File: src/rtl/instr_fetch_queue.sv
// rtl/instr_fetch_queue.sv - in-order {pc, instr} queue between fetch and decode with flush
module instr_fetch_queue #(
    parameter int DEPTH = 4,
    parameter int XLEN  = 32
) (
    input  logic              clk_i,
    input  logic              reset_n_i,
    input  logic [XLEN-1:0]   pc_f_i,
    input  logic [XLEN-1:0]   instr_f_i,
    input  logic              valid_f_i,
    output logic              ready_f_o,
    output logic              valid_d_o,
    input  logic              ready_d_i,
    output logic [XLEN-1:0]   pc_d_o,
    output logic [XLEN-1:0]   instr_d_o,
    output logic [6:0]        op_d_o,
    output logic [2:0]        funct3_d_o,
    output logic [6:0]        funct7_d_o,
    input  logic              flush_i,
    output logic [$clog2(DEPTH):0] count_o
);

    localparam int AW = $clog2(DEPTH);
    localparam int CW = AW + 1;
    localparam logic [CW-1:0]   FULL_COUNT = CW'(DEPTH);
    localparam logic [XLEN-1:0] NOP_INSTR  = XLEN'(32'h0000_0013);

    logic [XLEN-1:0] pc_mem    [DEPTH];
    logic [XLEN-1:0] instr_mem [DEPTH];

    logic [AW-1:0] wr_ptr;
    logic [AW-1:0] rd_ptr;
    logic [CW-1:0] count;

    logic push;
    logic pop;

    // A full queue refuses pushes even when decode pops in the same cycle.
    assign ready_f_o = (count != FULL_COUNT);
    assign valid_d_o = (count != '0);
    assign push      = valid_f_i & ready_f_o;
    assign pop       = valid_d_o & ready_d_i;
    assign count_o   = count;

    always_ff @(posedge clk_i) begin
        if (!reset_n_i) begin
            wr_ptr <= '0;
            rd_ptr <= '0;
            count  <= '0;
        end else if (flush_i) begin
            wr_ptr <= '0;
            rd_ptr <= '0;
            count  <= '0;
        end else begin
            if (push) begin
                wr_ptr <= wr_ptr + AW'(1);
            end
            if (pop) begin
                rd_ptr <= rd_ptr + AW'(1);
            end
            case ({push, pop})
                2'b10:   count <= count + CW'(1);
                2'b01:   count <= count - CW'(1);
                default: count <= count;
            endcase
        end
    end

    // Storage is intentionally not reset; occupancy alone defines validity.
    always_ff @(posedge clk_i) begin
        if (reset_n_i && !flush_i && push) begin
            pc_mem[wr_ptr]    <= pc_f_i;
            instr_mem[wr_ptr] <= instr_f_i;
        end
    end

    always_comb begin
        pc_d_o    = '0;
        instr_d_o = NOP_INSTR;
        if (valid_d_o) begin
            pc_d_o    = pc_mem[rd_ptr];
            instr_d_o = instr_mem[rd_ptr];
        end
    end

    assign op_d_o     = instr_d_o[6:0];
    assign funct3_d_o = instr_d_o[14:12];
    assign funct7_d_o = instr_d_o[31:25];

endmodule

File: config.mk
export PLATFORM = sky130hd
export DESIGN_NAME = instr_fetch_queue
export DESIGN_NICKNAME = d
export VERILOG_FILES = /design/src/rtl/instr_fetch_queue.sv
export SDC_FILE = /design/constraint.sdc
export NUM_CORES = 1
export LEC_CHECK = 0
export CORE_MARGIN = 2
export CORE_UTILIZATION = 35
export DETAILED_ROUTE_END_ITERATION = 8
export GPL_TIMING_DRIVEN = 0
export SYNTH_ARGS = -nofsm -noshare
export SYNTH_HDL_FRONTEND = slang
export SYNTH_SLANG_ARGS = --single-unit
File: constraint.sdc
create_clock -name clk_i -period 4.32 [get_ports clk_i]
set_clock_uncertainty 0.2 [all_clocks]
set_input_delay 0.864 -clock clk_i [delete_from_list [all_inputs] [get_ports clk_i]]
set_output_delay 0.864 -clock clk_i [all_outputs]
set_load 0.01 [all_outputs]
==> run_results.csv, run 1 <==
group,metric,value,unit
run_status,status,"finished, final reports clean",
global_routing,grt_usage,0.1335,
final_layout,num-nets-final,739,
yosys,syn_inst,476,
worst_setup_path,start_kind,"flop",
worst_setup_path,critical_path_class,"flop to output port",
final_layout,seq_area,7868,um^2
route,via_count,5076,
route,first_pass_iters,4,
yosys,ys_async_sr_fraction,0,
floorplan,io_pins,155,
timing,slew_headroom,0.6689,
route,drt-total-wl,20550,um
worst_setup_path,cpMaxStageDelayCell,"clkdlybuf4s50_1",
cts,clk_pin_slew_worst_paths,60,ps
min_path,hold_class,"flop to flop",
route,via_per_inst,4.748,
placement,place_ws,1033,ps
floorplan,die-area,30970,um^2
timing,fin_crit,3698,ps
yosys,synth_top_family_by_area,"multiplexers",
yosys,synth_xor_area_frac,0.001692,
yosys,synth_seq_cells,265,
yosys,ys.flop_type,"edfxtp_1",
placement,hpwl,13020,um
yosys,muxShareOfSynthArea,0.1407,
timing,tightest_slew,496.7,ps
yosys,synth_edf_count,256,
yosys,syn_nets,551,
floorplan,die_width,176.0,um
timing,period_share,0.8559,
final_layout,final.fill_count,2445,
floorplan,num_rows,62,
cts,ctsResizeCount,0,
yosys,ys_seq_area_frac,0.7601,
yosys,yosys.area_share.simple,0.05101,
timing,finalSetupViolations,0,
route,route.detailed.drc,0,
yosys,synth_warnings,0,
cts,clock_latency,520,ps
worst_setup_path,crit_family,"buffers and inverters",
cts,cts_inserted_buffers,28,
cts,clockBufferDepth,3,
yosys,synth_adder_area_share,0.007978,
cts,postCtsHoldBufs,0,
final_layout,antenna_cells,0,
power_and_ir_drop,p_per_area,405.4,nW/um^2
global_routing,grt_overflow,0,
cts,postCtsSetupBuffers,0,
floorplan,initial_utilization,0.3577,
worst_setup_path,cp_cell_sequence,"clkbuf_2 > buf_2 > mux4_2 > and2_1 > buf_4 > clkdlybuf4s50_1",
route,routedWlPerCell,19.23,um
worst_setup_path,cp.buffers_inverters,4,
timing,drv_slew,0,
final_layout,drive_gt1_frac,0.2073,
route,first_iter_violations,305,
cts,clockRootBuffer,"clkbuf_16",
timing,rsz0062_at_grt,"no",
final_layout,instances_no_fill,1069,
timing,worst_slack,622.4,ps
placement,gp_congestion,0.6785,
timing,finalHoldViolations,0,
final_layout,multiInputGateArea,2157,um^2
yosys,yosys.cell_types.count,32,
yosys,syn_area,10350,um^2
global_routing,grt_pass1_wl,31680,um
floorplan,die_h,176.0,um
cts,cts_sinks,265,
placement,placedCellCount,1018,
final_layout,area_growth,29.07,%
power_and_ir_drop,max-vdd-ir-drop,0.0002959,V
yosys,synth_compound_area_frac,0.005077,
worst_setup_path,critical_path_required,3260,ps
worst_setup_path,critPathMaxStageDelay,470,ps
global_routing,grt_start_max_net_pins,41,
power_and_ir_drop,p_leak,4.238,nW
cts,cts_tree,"built",
route,final_antenna_net_count,0,
timing,fmax,270.4,MHz
worst_setup_path,cp_data_arrival_time,2630,ps
yosys,syn_avg_cell_area,21.75,um^2
placement,port_buffers,154,
worst_setup_path,path_max_fanout,10,
floorplan,core,28940,um^2
worst_setup_path,critPathCaptureType,"output port",
global_routing,antenna_found_initial,0,
flow_run,max-cap-violations,0,
cts,clock_tree.htree_level_count,1,
global_routing,grt_pass1_vias,5524,
-- stage by stage --
stage | TNS [ps] | cell area (um^2) | power [W] | hold slack, ps | util
global route | 0 | 13360 | 0.005617 | 331.5 | 0.4617
detailed placement | 0 | 12500 | 0.003281 | 295.6 | 0.4321
CTS | 0 | 13360 | 0.005494 | 303.7 | 0.4617
floorplan | 0 | 10350 | 0.003056 | 259.1 | -
finish | 0 | 13360 | 0.005417 | 302.9 | 0.4617
global placement | -252020 | 12370 | 0.003270 | 272.2 | 0.4276
-- cell usage after synthesis (2+ instances only) --
library cell | count | share of area
edfxtp_1 | 256 | 0.74
dfxtp_1 | 9 | 0.017
xor2_1 | 2 | 0.0017
nand4_1 | 2 | 0.0012
nor2_1 | 3 | 0.0011
clkbuf_1 | 6 | 0.0022
and3_1 | 4 | 0.0024
buf_12 | 6 | 0.012
ha_1 | 5 | 0.0060
mux4_1 | 4 | 0.010
or2_1 | 3 | 0.0018
mux4_2 | 60 | 0.13
a21oi_1 | 3 | 0.0015
nand2_1 | 3 | 0.0011
buf_4 | 17 | 0.012
buf_2 | 6 | 0.0029
inv_1 | 6 | 0.0022
or3_1 | 2 | 0.0012
o21ai_0 | 5 | 0.0024
and2_1 | 62 | 0.037
-- tightest hold or removal path, delay by kind of cell (launching register included) --
| family | cells | cell delay (ps) |
|---|---|---|
| flops | 1 | 300 |
| compound gates | 2 | 140 |
-- layout by cell type (no fill, tap or decap), types with 2 or more instances in the layout --
| cell type | synthesis | layout |
|---|---|---|
| clkinvlp_4 | 0 | 3 |
| nand2_1 | 3 | 3 |
| nand4_1 | 2 | 2 |
| buf_2 | 6 | 6 |
| inv_1 | 6 | 6 |
| and3_4 | 0 | 4 |
| clkinv_1 | 0 | 8 |
| buf_16 | 0 | 4 |
| a21oi_1 | 3 | 3 |
| clkbuf_16 | 0 | 29 |
| buf_12 | 6 | 6 |
| o21ai_0 | 5 | 5 |
| clkdlybuf4s50_1 | 0 | 154 |
| edfxtp_1 | 256 | 256 |
| and2_1 | 62 | 62 |
| or3_1 | 2 | 2 |
| buf_4 | 17 | 17 |
| xor2_1 | 2 | 2 |
| clkbuf_1 | 6 | 10 |
| ha_1 | 5 | 5 |
| mux4_1 | 4 | 4 |
| clkinv_2 | 0 | 5 |
| nor2_1 | 3 | 3 |
| dfxtp_1 | 9 | 9 |
| mux4_2 | 60 | 60 |
| or2_1 | 3 | 3 |
-- logic make-up (layout without fill, tap and decap cells) --
group           after synthesis  after routing
compound gates                9              9
xor+xnor                      2              2
fa+ha+maj                     6              6
buf+inv                      45            254
flops                       265            265
mux                          64             64
simple gates                 85             85
-- final timing paths --
check / slack [ps] / depth (start not counted) / start / end
worst max-delay path: 620 / 6 / flop / instr_d_o[12]
worst min-delay path: 300 / 2 / rd_ptr[1] / rd_ptr[1]
worst max register to register: 1620 / 9 / count_o[2] / count_o[2]
worst min register to register: 300 / 2 / rd_ptr[1] / rd_ptr[1]
-- registers in the layout, summed over array words and instances (netlist names), named ones only --
| signal | count |
|---|---|
| instr_mem | 128 |
| rd_ptr | 2 |
| pc_mem | 128 |
| wr_ptr | 2 |
| count_o | 3 |
-- routing by layer --
layer | wire (um) | part of all wire | GRT usage
met1 | 8727 | 0.42 | 0.1670
met2 | 10230 | 0.50 | 0.2357
met3 | 1089 | 0.053 | 0.03036
met4 | 510 | 0.025 | 0.03340
met5 | 0 | 0 | 0
-- cell type report --
type | instances | share of cell area
plain buffers | 38 | 0.02397
clock buffers | 33 | 0.05544
clock inverters | 18 | 0.008710
inverters | 7 | 0.001967
multi-input cells | 166 | 0.1615
flip-flops and latches | 265 | 0.5889
well taps | 384 | 0.03596
repair buffers | 158 | 0.1236
-- report_power, final --
group	switching (W)	internal [W]	total, W
logic	0.000157	0.000208	0.000366
clock network	0.000920	0.00128	0.00220
registers	0.00000771	0.00285	0.00285
(Power assumes the default switching activity.)
==> run 2, diff against run 1 <==
Settings changed: CORE_MARGIN 2 to 8.
==> run_results.csv, run 2 (synthesis gave the netlist of run 1 again) <==
group,metric,value,unit
worst_setup_path,cpMaxStageDelayCell,"clkdlybuf4s50_1",
worst_setup_path,crit_family,"buffers and inverters",
worst_setup_path,start_kind,"flop",
power_and_ir_drop,p_per_area,412.9,nW/um^2
worst_setup_path,critical_path_required,3260,ps
worst_setup_path,cp_data_arrival_time,2710,ps
cts,clk_pin_slew_worst_paths,60,ps
floorplan,die_width,188.0,um
cts,clock_tree.htree_level_count,1,
worst_setup_path,cp.buffers_inverters,4,
worst_setup_path,critical_path_class,"flop to output port",
cts,clockBufferDepth,3,
cts,cts_inserted_buffers,28,
run_status,status,"finished, final reports clean",
placement,placedCellCount,1024,
cts,clockRootBuffer,"clkbuf_16",
placement,placed_cell_area,12510,um^2
timing,finalHoldViolations,0,
route,routedWlPerCell,20.35,um
cts,postCtsSetupBuffers,0,
final_layout,layout_commonest_cell,"edfxtp_1",
route,via_count,5088,
route,first_pass_iters,6,
final_layout,instances_no_fill,1074,
global_routing,grt_pass1_vias,5701,
worst_setup_path,path_max_fanout,10,
cts,clock_latency,520,ps
cts,postCtsHoldBufs,0,
flow_run,max-cap-violations,0,
final_layout,final_cell_mix,"edfxtp_1 (256), clkdlybuf4s50_1 (154), and2_1 (62), mux4_2 (60), clkbuf_16 (29)",
timing,fin_crit,3772,ps
floorplan,num_rows,63,
worst_setup_path,reg2regPathDepth,9,
placement,port_buffers,154,
floorplan,initial_utilization,0.3521,
route,route.detailed.drc,0,
final_layout,final.fill_count,2506,
global_routing,grt_usage,0.1226,
cts,cts_sinks,265,
timing,slew_headroom,0.6020,
worst_setup_path,critPathCaptureType,"output port",
final_layout,fin_area,13400,um^2
final_layout,num-nets-final,739,
power_and_ir_drop,max-vdd-ir-drop,0.0003049,V
timing,finalSetupViolations,0,
final_layout,drive_gt1_frac,0.2047,
cts,cts_tree,"built",
floorplan,core,29400,um^2
cts,ctsResizeCount,0,
floorplan,die-area,35330,um^2
global_routing,grt_overflow,0,
min_path,hold_class,"flop to flop",
min_path,hold_path_depth,2,
global_routing,grt_pass1_wl,33870,um
floorplan,io_pins,155,
timing,drv_slew,0,
worst_setup_path,critPathMaxStageDelay,470,ps
worst_setup_path,cp_cell_sequence,"nor3_2 > inv_2 > clkbuf_1 > and2_1 > buf_4 > clkdlybuf4s50_1",
power_and_ir_drop,p_leak,4.262,nW
route,drt-total-wl,21850,um
final_layout,area_growth,29.49,%
placement,gp_congestion,0.7266,
route,final_antenna_net_count,0,
timing,rsz0062_at_grt,"no",
route,first_iter_violations,234,
power_and_ir_drop,p_total,0.005535,W
route,via_per_inst,4.737,
worst_setup_path,cp.depth,6,
floorplan,die_h,188.0,um
timing,fmax,265.1,MHz
placement,hpwl,13980,um
timing,period_share,0.8731,
timing,tightest_slew,597.0,ps
global_routing,antenna_found_initial,2,
global_routing,grt_start_max_net_pins,53,
final_layout,antenna_cells,0,
-- run 2: report_power, final --
group	switching, W	total (W)	internal [W]	leakage (nW)
clock network	0.000912	0.00231	0.00140	0.437
registers	0.00000760	0.00285	0.00285	2.39
logic	0.000161	0.000370	0.000208	1.44
-- run 2: final cells by class --
cell class / instances / area (um^2) / area share
Buffer: 38 / 320.3 / 0.02390
Timing Repair Buffer: 158 / 1652 / 0.1232
Clock buffer: 37 / 755.7 / 0.05638
Inverter: 7 / 26.28 / 0.001960
Multi-Input combinational cell: 166 / 2157 / 0.1609
Sequential cell: 265 / 7868 / 0.5870
Tap cell: 390 / 488.0 / 0.03640
Clock inverter: 13 / 137.6 / 0.01027
-- run 2: worst paths after layout --
path / start / end / slack (ps)
worst max-delay path: count_o[1] / instr_d_o[12] / 550
worst min-delay path: rd_ptr[0] / flop / 290
worst max register to register: count_o[2] / count_o[2] / 1630
worst min register to register: rd_ptr[0] / flop / 290
-- run 2: metal layers --
layer / global-route usage / up-vias / share of wire
li1: - / 2277 / -
met4: 0.02727 / 4 / 0.014
met1: 0.1523 / 2635 / 0.42
met5: 0 / - / 0.0012
met3: 0.03585 / 31 / 0.071
met2: 0.2090 / 141 / 0.49
-- run 2: tightest hold or removal path: cells and delay by family, from the launching register on --
kind	cells	cell delay (ps)
and+or+nand+nor	1	60
DFF	1	310
AOI/OAI and AO/OA	1	60
-- run 2: through the flow --
step	setup WS, ps	hold slack (ps)	TNS (ps)	util
2_1_floorplan	903.3	259.1	0	-
3_3_place_gp	-1081	272.6	-272180	0.4211
3_5_place_dp	957.4	286.9	0	0.4255
4_1_cts	397.5	292.2	0	0.4559
5_1_grt	340.4	320.5	0	0.4559
6_report	548.3	288.6	0	0.4559
==> run 3, diff against run 2 <==
Settings changed: TNS_END_PERCENT set to 100.
==> results of run 3 <==
Final layout, timing and power as in run 2 (identical DEF).
